### config.mk
export PLATFORM = sky130hd
export DESIGN_NAME = decoder_rr_arbiter_flat
export DESIGN_NICKNAME = d
export VERILOG_FILES = /design/src/rtl/decoder_rr_arbiter_pkg.sv /design/src/rtl/decoder_rr_arbiter_if.sv /design/src/rtl/decoder_rr_arbiter_rr_pick.sv /design/src/rtl/decoder_rr_arbiter.sv /design/src/flat_wrapper.sv
export SDC_FILE = /design/constraint.sdc
export NUM_CORES = 1
export LEC_CHECK = 0
export CAP_MARGIN = 40
export CORE_ASPECT_RATIO = 1.1
export CORE_MARGIN = 8
export CORE_UTILIZATION = 45
export CTS_CLUSTER_DIAMETER = 120
export DETAILED_ROUTE_END_ITERATION = 16
export PLACE_DENSITY_LB_ADDON = 0.1
export SLEW_MARGIN = 5
export SYNTH_ARGS = -nofsm -noshare
export SYNTH_HDL_FRONTEND = slang
export SYNTH_HIERARCHICAL = 1
export SYNTH_SLANG_ARGS = --single-unit
### constraint.sdc
create_clock -name clk -period 12.1 [get_ports clk]
set_input_delay 2.42 -clock clk [delete_from_list [all_inputs] [get_ports clk]]
set_output_delay 2.42 -clock clk [all_outputs]
set_load 0.01 [all_outputs]
### src/rtl/decoder_rr_arbiter_pkg.sv
// Shared definitions for the decoder round-robin arbiter.
//   state_e     : FSM state encoding (IDLE / GRANT)
//   N_DEF       : default number of requesters (power of two)
//   IDX_W_DEF   : default index width, log2(N_DEF)
//   onehot(idx) : one-hot vector of N_DEF bits with bit idx set
package decoder_rr_arbiter_pkg;

  localparam int N_DEF     = 8;
  localparam int IDX_W_DEF = 3;

  typedef enum logic {
    ST_IDLE  = 1'b0,
    ST_GRANT = 1'b1
  } state_e;

  function automatic logic [N_DEF-1:0] onehot(input logic [IDX_W_DEF-1:0] idx);
    logic [N_DEF-1:0] v;
    v      = '0;
    v[idx] = 1'b1;
    return v;
  endfunction

endpackage

### src/rtl/decoder_rr_arbiter_if.sv
// Request/grant bundle between the requesters and the arbiter.
//   iReq      : level request vector, one bit per requester
//   oGrant    : registered one-hot grant (all zero when idle)
//   oGrantIdx : index of the granted requester (decoder select)
//   oValid    : grant present (decoder enable)
//   dbg_state : arbiter FSM state, for observation only
//   dbg_ptr   : round-robin start pointer, for observation only
// Handshake: a requester raises iReq[k] and keeps it high for as long as it
// needs the resource; it owns the resource in every cycle where oValid=1 and
// oGrantIdx=k. Dropping iReq[k] releases (or withdraws) the request; the
// arbiter reacts on the next clock edge. There is no ready/backpressure.
// Modports: master = requester side, slave = arbiter side.
interface decoder_rr_arbiter_if
  import decoder_rr_arbiter_pkg::*;
#(
  parameter int N     = N_DEF,
  parameter int IDX_W = IDX_W_DEF
);

  logic [N-1:0]     iReq;
  logic [N-1:0]     oGrant;
  logic [IDX_W-1:0] oGrantIdx;
  logic             oValid;
  state_e           dbg_state;
  logic [IDX_W-1:0] dbg_ptr;

  modport master (
    output iReq,
    input  oGrant, oGrantIdx, oValid, dbg_state, dbg_ptr
  );

  modport slave (
    input  iReq,
    output oGrant, oGrantIdx, oValid, dbg_state, dbg_ptr
  );

endinterface

### src/rtl/decoder_rr_arbiter_rr_pick.sv
// Combinational round-robin picker.
//   req_i      : request vector
//   start_i    : first index to consider; scan wraps modulo N
//   excl_en_i  : when set, excl_idx_i is never picked
//   excl_idx_i : index to exclude (current owner on handover/preempt)
//   found_o    : some eligible request exists
//   idx_o      : first eligible index in scan order
module decoder_rr_arbiter_rr_pick
  import decoder_rr_arbiter_pkg::*;
#(
  parameter int N     = N_DEF,
  parameter int IDX_W = IDX_W_DEF
) (
  input  logic [N-1:0]     req_i,
  input  logic [IDX_W-1:0] start_i,
  input  logic             excl_en_i,
  input  logic [IDX_W-1:0] excl_idx_i,
  output logic             found_o,
  output logic [IDX_W-1:0] idx_o
);

  // Scan from the far end back toward start, so the last hit written is the
  // one nearest to start. Index arithmetic wraps because N == 2**IDX_W.
  always_comb begin
    logic [IDX_W-1:0] cand;
    found_o = 1'b0;
    idx_o   = '0;
    cand    = '0;
    for (int k = N - 1; k >= 0; k--) begin
      cand = start_i + IDX_W'(k);
      if (req_i[cand] && !(excl_en_i && (cand == excl_idx_i))) begin
        found_o = 1'b1;
        idx_o   = cand;
      end
    end
  end

endmodule

### src/rtl/decoder_rr_arbiter.sv
// Round-robin arbiter that shares a 3-to-8 decoder among N requesters.
// Grants one requester at a time, holds the grant while the owner keeps its
// request high, hands over with no idle cycle when the owner releases, and
// preempts an owner that has held for MAX_HOLD cycles while others wait.
//   clk : rising-edge clock
//   rst : asynchronous reset, active-high
//   bus : decoder_rr_arbiter_if.slave (iReq in; oGrant/oGrantIdx/oValid and
//         debug state/pointer out, all registered)
module decoder_rr_arbiter
  import decoder_rr_arbiter_pkg::*;
#(
  parameter int N        = N_DEF,
  parameter int IDX_W    = IDX_W_DEF,
  parameter int MAX_HOLD = 16
) (
  input  logic                  clk,
  input  logic                  rst,
  decoder_rr_arbiter_if.slave   bus
);

  localparam int CNT_W = (MAX_HOLD > 0) ? $clog2(MAX_HOLD + 1) : 1;
  localparam logic [CNT_W-1:0] HOLD_MAX  = CNT_W'(MAX_HOLD);
  localparam logic [CNT_W-1:0] HOLD_LAST = CNT_W'((MAX_HOLD > 0) ? MAX_HOLD - 1 : 0);

  state_e           state_q, state_d;
  logic [IDX_W-1:0] ptr_q, ptr_d;
  logic [CNT_W-1:0] cnt_q, cnt_d;
  logic [IDX_W-1:0] idx_q, idx_d;
  logic             valid_q, valid_d;
  logic [N-1:0]     grant_q, grant_d;

  logic [IDX_W-1:0] pick_start;
  logic             pick_excl_en;
  logic             pick_found;
  logic [IDX_W-1:0] pick_idx;
  logic             owner_req;
  logic             hold_expired;

  // While granting, the scan starts just past the owner and skips it, so the
  // owner is the lowest priority on a handover or preempt edge.
  assign pick_start   = (state_q == ST_GRANT) ? idx_q + IDX_W'(1) : ptr_q;
  assign pick_excl_en = (state_q == ST_GRANT);

  decoder_rr_arbiter_rr_pick #(
    .N     (N),
    .IDX_W (IDX_W)
  ) u_pick (
    .req_i      (bus.iReq),
    .start_i    (pick_start),
    .excl_en_i  (pick_excl_en),
    .excl_idx_i (idx_q),
    .found_o    (pick_found),
    .idx_o      (pick_idx)
  );

  assign owner_req = bus.iReq[idx_q];

  // ">=" rather than "==": once the counter has saturated with no contender,
  // the first contender to arrive preempts on the next edge instead of
  // waiting forever.
  assign hold_expired = (MAX_HOLD != 0) && (cnt_q >= HOLD_LAST);

  always_comb begin
    state_d = state_q;
    ptr_d   = ptr_q;
    cnt_d   = cnt_q;
    idx_d   = idx_q;
    valid_d = valid_q;

    unique case (state_q)
      ST_IDLE: begin
        if (pick_found) begin
          state_d = ST_GRANT;
          idx_d   = pick_idx;
          valid_d = 1'b1;
          ptr_d   = pick_idx + IDX_W'(1);
          cnt_d   = '0;
        end
      end

      ST_GRANT: begin
        if (!owner_req || (hold_expired && pick_found)) begin
          if (pick_found) begin
            idx_d = pick_idx;
            ptr_d = pick_idx + IDX_W'(1);
            cnt_d = '0;
          end else begin
            state_d = ST_IDLE;
            valid_d = 1'b0;
            cnt_d   = '0;
          end
        end else if (cnt_q != HOLD_MAX) begin
          cnt_d = cnt_q + CNT_W'(1);
        end
      end

      default: begin
        state_d = ST_IDLE;
        valid_d = 1'b0;
      end
    endcase

    grant_d = valid_d ? (N'(1) << idx_d) : '0;
  end

  always_ff @(posedge clk or posedge rst) begin
    if (rst) begin
      state_q <= ST_IDLE;
      ptr_q   <= '0;
      cnt_q   <= '0;
      idx_q   <= '0;
      valid_q <= 1'b0;
      grant_q <= '0;
    end else begin
      state_q <= state_d;
      ptr_q   <= ptr_d;
      cnt_q   <= cnt_d;
      idx_q   <= idx_d;
      valid_q <= valid_d;
      grant_q <= grant_d;
    end
  end

  assign bus.oGrant    = grant_q;
  assign bus.oGrantIdx = idx_q;
  assign bus.oValid    = valid_q;
  assign bus.dbg_state = state_q;
  assign bus.dbg_ptr   = ptr_q;

endmodule

### src/flat_wrapper.sv
// flat-port wrapper written by rule: the top's interface ports become plain ports
module decoder_rr_arbiter_flat import decoder_rr_arbiter_pkg::*;
#(
  parameter int N        = N_DEF,
  parameter int IDX_W    = IDX_W_DEF,
  parameter int MAX_HOLD = 16
)
  (clk, rst, bus_iReq, bus_oGrant, bus_oGrantIdx, bus_oValid, bus_dbg_state, bus_dbg_ptr);
  decoder_rr_arbiter_if #(.N(N), .IDX_W(IDX_W)) bus_i ();
  input  logic clk;
  input  logic rst;
  input wire logic [$bits(bus_i.iReq)-1:0] bus_iReq;
  output wire logic [$bits(bus_i.oGrant)-1:0] bus_oGrant;
  output wire logic [$bits(bus_i.oGrantIdx)-1:0] bus_oGrantIdx;
  output wire logic [$bits(bus_i.oValid)-1:0] bus_oValid;
  output wire logic [$bits(bus_i.dbg_state)-1:0] bus_dbg_state;
  output wire logic [$bits(bus_i.dbg_ptr)-1:0] bus_dbg_ptr;
  assign bus_i.iReq = bus_iReq;
  assign bus_oGrant = bus_i.oGrant;
  assign bus_oGrantIdx = bus_i.oGrantIdx;
  assign bus_oValid = bus_i.oValid;
  assign bus_dbg_state = bus_i.dbg_state;
  assign bus_dbg_ptr = bus_i.dbg_ptr;
  decoder_rr_arbiter #(.N(N), .IDX_W(IDX_W), .MAX_HOLD(MAX_HOLD)) u_core (.clk(clk), .rst(rst), .bus(bus_i));
endmodule
==> qor.yml <==
status: "complete, no violations"
antenna_found_initial: 0
tns_ns: 0
fin_skew_ns: 0.004382
wl_per_cell_um: 18.53
cp-start-kind: "primary input"
place.gp.congestion: 0.8787
cp_max_fo: 12
grt_pass1_wl_um: 9149
core_area_um2: 4619
drive_above_1_share_pct: 13.33
cts_tree: "yes"
final_common_cell: "clkdlybuf4s50_1"
slew_violations: 0
clock_path_buffers: 2
wl_met1_um: 2432
area_delta_synth_final_pct: 13.26
critical_path_class: "in -> reg"
drcViolationCount: 0
first_global_vias: 1793
slew-limit-headroom_pct: 48.56
portBuffers: 25
timing.hold.ws_ns: 0.5412
period_share_pct: 51.05
place_inst: 292
synth_edf_count: 0
cap_violations: 0
final_area_um2: 2437
drtPass1Iterations: 4
fmax_mhz: 161.9
r2r_slack_ns: 6.58
post_cts_resize_count: 0
clkLatencyLatePin_ns: 0.26
clkTransAtPathRegs_ns: 0.08
grt_use_total_pct: 16.37
cts_setup_buffers: 0
worst_pin_slew_ns: 0.7708
fin_crit_ns: 6.177
first_iter_violations: 136
cts_max_level: 1
top_layer_used: "met4"
cts_hold_buffers: 0
endpoint_kind: "register"
rows: 26
initial_utilization_pct: 46.59
critical_path_arrival_ns: 6.34
instances_no_fill: 296
syn_nets: 238
syn_area_um2: 2152
setup_viol: 0
synthArstFlopShare_pct: 100.0
die_y_um: 88.53
final_cell_mix: "25 x clkdlybuf4s50_1, 21 x dfrtp_1, 13 x inv_1, 13 x nand2_1, 11 x mux2i_1"
ios: 26
cp_data_required_time_ns: 12.26
dp_hpwl_um: 4326
vias: 1806
synth_ff_type: "dfrtp_1"
routed_wl_um: 5486
fp.dieW_um: 81.94
met2_length_um: 2714
synth_area_per_cell_um2: 9.738
cts.sinks: 21
hold_path_class: "reg -> reg"
antennaDiodeCount: 0
route.met3.wl_um: 264
ys_ff_latch: 21
nets: 258
grt_overflow: 0
dpl_cell_area_um2: 2391
ys_seq_area_share_pct: 24.42
cts_made_buffers: 3
via_per_inst: 6.101
synth_cell_type_count: 63
ant_nets: 0
hold_viol_final: 0
grt_start_max_net_pins: 22
yosys_warnings: 6
die_area_um2: 7254
cts-root-buf: "clkbuf_8"
rsz0062_at_grt: "no"
syn_inst: 221
[sequential cells by signal (all words and copies together) (netlist names)]
name,flops
u_core/cnt_q,5
u_core/bus.oGrantIdx,3
u_core/bus.oValid,1
u_core/bus.dbg_ptr,3
u_core/bus.dbg_state,1
u_core/bus.oGrant,8
[critical path, cell delays in order]
cell,delay (ns)
clkdlybuf4s50_1,0.52
mux4_1,0.54
o31a_1,0.18
mux2_2,0.30
nor3b_1,0.28
nand4_1,0.37
o21ai_0,0.19
o211ai_1,0.19
o31ai_4,0.58
mux2i_2,0.41
inv_2,0.10
nor3_1,0.25
[worst paths after layout]
path / cells after the start / end / start
setup reg to reg: 15 / u_core/bus.oGrant[4]$_DFF_PP0_ / u_core/bus.oGrantIdx[0]$_DFF_PP0_
hold / removal: 1 / u_core/cnt_q[2]$_DFFE_PP0P_ / u_core/cnt_q[2]$_DFFE_PP0P_
max in group asynchronous: 2 / u_core/cnt_q[4]$_DFFE_PP0P_ / rst
min in group asynchronous: 2 / u_core/bus.oGrant[3]$_DFF_PP0_ / rst
setup / recovery: 12 / u_core/bus.oGrant[4]$_DFF_PP0_ / bus_iReq[4]
hold reg to reg: 1 / u_core/cnt_q[2]$_DFFE_PP0P_ / u_core/cnt_q[2]$_DFFE_PP0P_
[cells in the mapped netlist (2+ instances only)]
library cell,instances,share of area [%]
o311ai_0,3,1.2
nor3_1,8,1.9
buf_2,3,0.70
a21boi_0,3,1.0
o22ai_1,4,1.2
dfrtp_1,21,24
mux4_1,4,4.9
a21o_1,2,0.70
a21oi_1,8,1.9
nand4_1,2,0.58
nor2b_1,3,0.87
o31ai_1,2,0.70
mux2_2,8,4.2
mux2_4,3,2.1
mux4_2,4,4.2
a2bb2oi_1,2,0.81
inv_1,13,2.3
clkbuf_1,2,0.35
nand3_1,9,2.1
o211ai_1,2,0.70
nor2_1,10,1.7
o311a_1,4,1.9
mux2i_1,12,5.6
buf_6,4,2.1
xnor2_1,8,3.3
o31a_1,2,0.81
o21ai_0,10,2.3
and2_1,2,0.58
ha_1,7,4.1
nor3b_1,2,0.70
nand2b_1,6,1.7
xor2_1,5,2.0
nand2_1,13,2.3
[final cells by class]
cell class	instances	area, um2
clock buffer	3	41.29
clock inverter	1	5.005
fill	441	2182
inverter	14	52.55
multi-input combinational	174	1478
sequential	21	525.5
tap	56	70.07
timing repair buffer	27	265.3
[routing by layer]
layer,global-route usage (%),vias up
met5,0,-
met4,5.272,0
met3,2.744,7
met2,27.37,50
met1,20.71,871
li1,-,878
[per-stage QoR]
stage / worst slack [ns] / util (%)
floorplan: 7.035 / -
global placement: 5.709 / 51.60
detailed placement: 5.640 / 51.76
CTS: 5.904 / 52.76
global route: 5.663 / 52.76
finish: 5.923 / 52.76
[logic make-up (layout without fill, tap and decap cells)]
logic type	after synthesis	after routing	synth area share, %
buf+inv	26	45	7.093
mux	32	32	21.57
compound gates	58	58	20.99
flops	21	21	24.42
fa+ha+maj	7	7	4.070
simple gates	63	63	15.52
xor+xnor	14	14	6.337
Power is not shown: default switching activity piles up to over one toggle a cycle in this logic, so the estimate is an artifact.
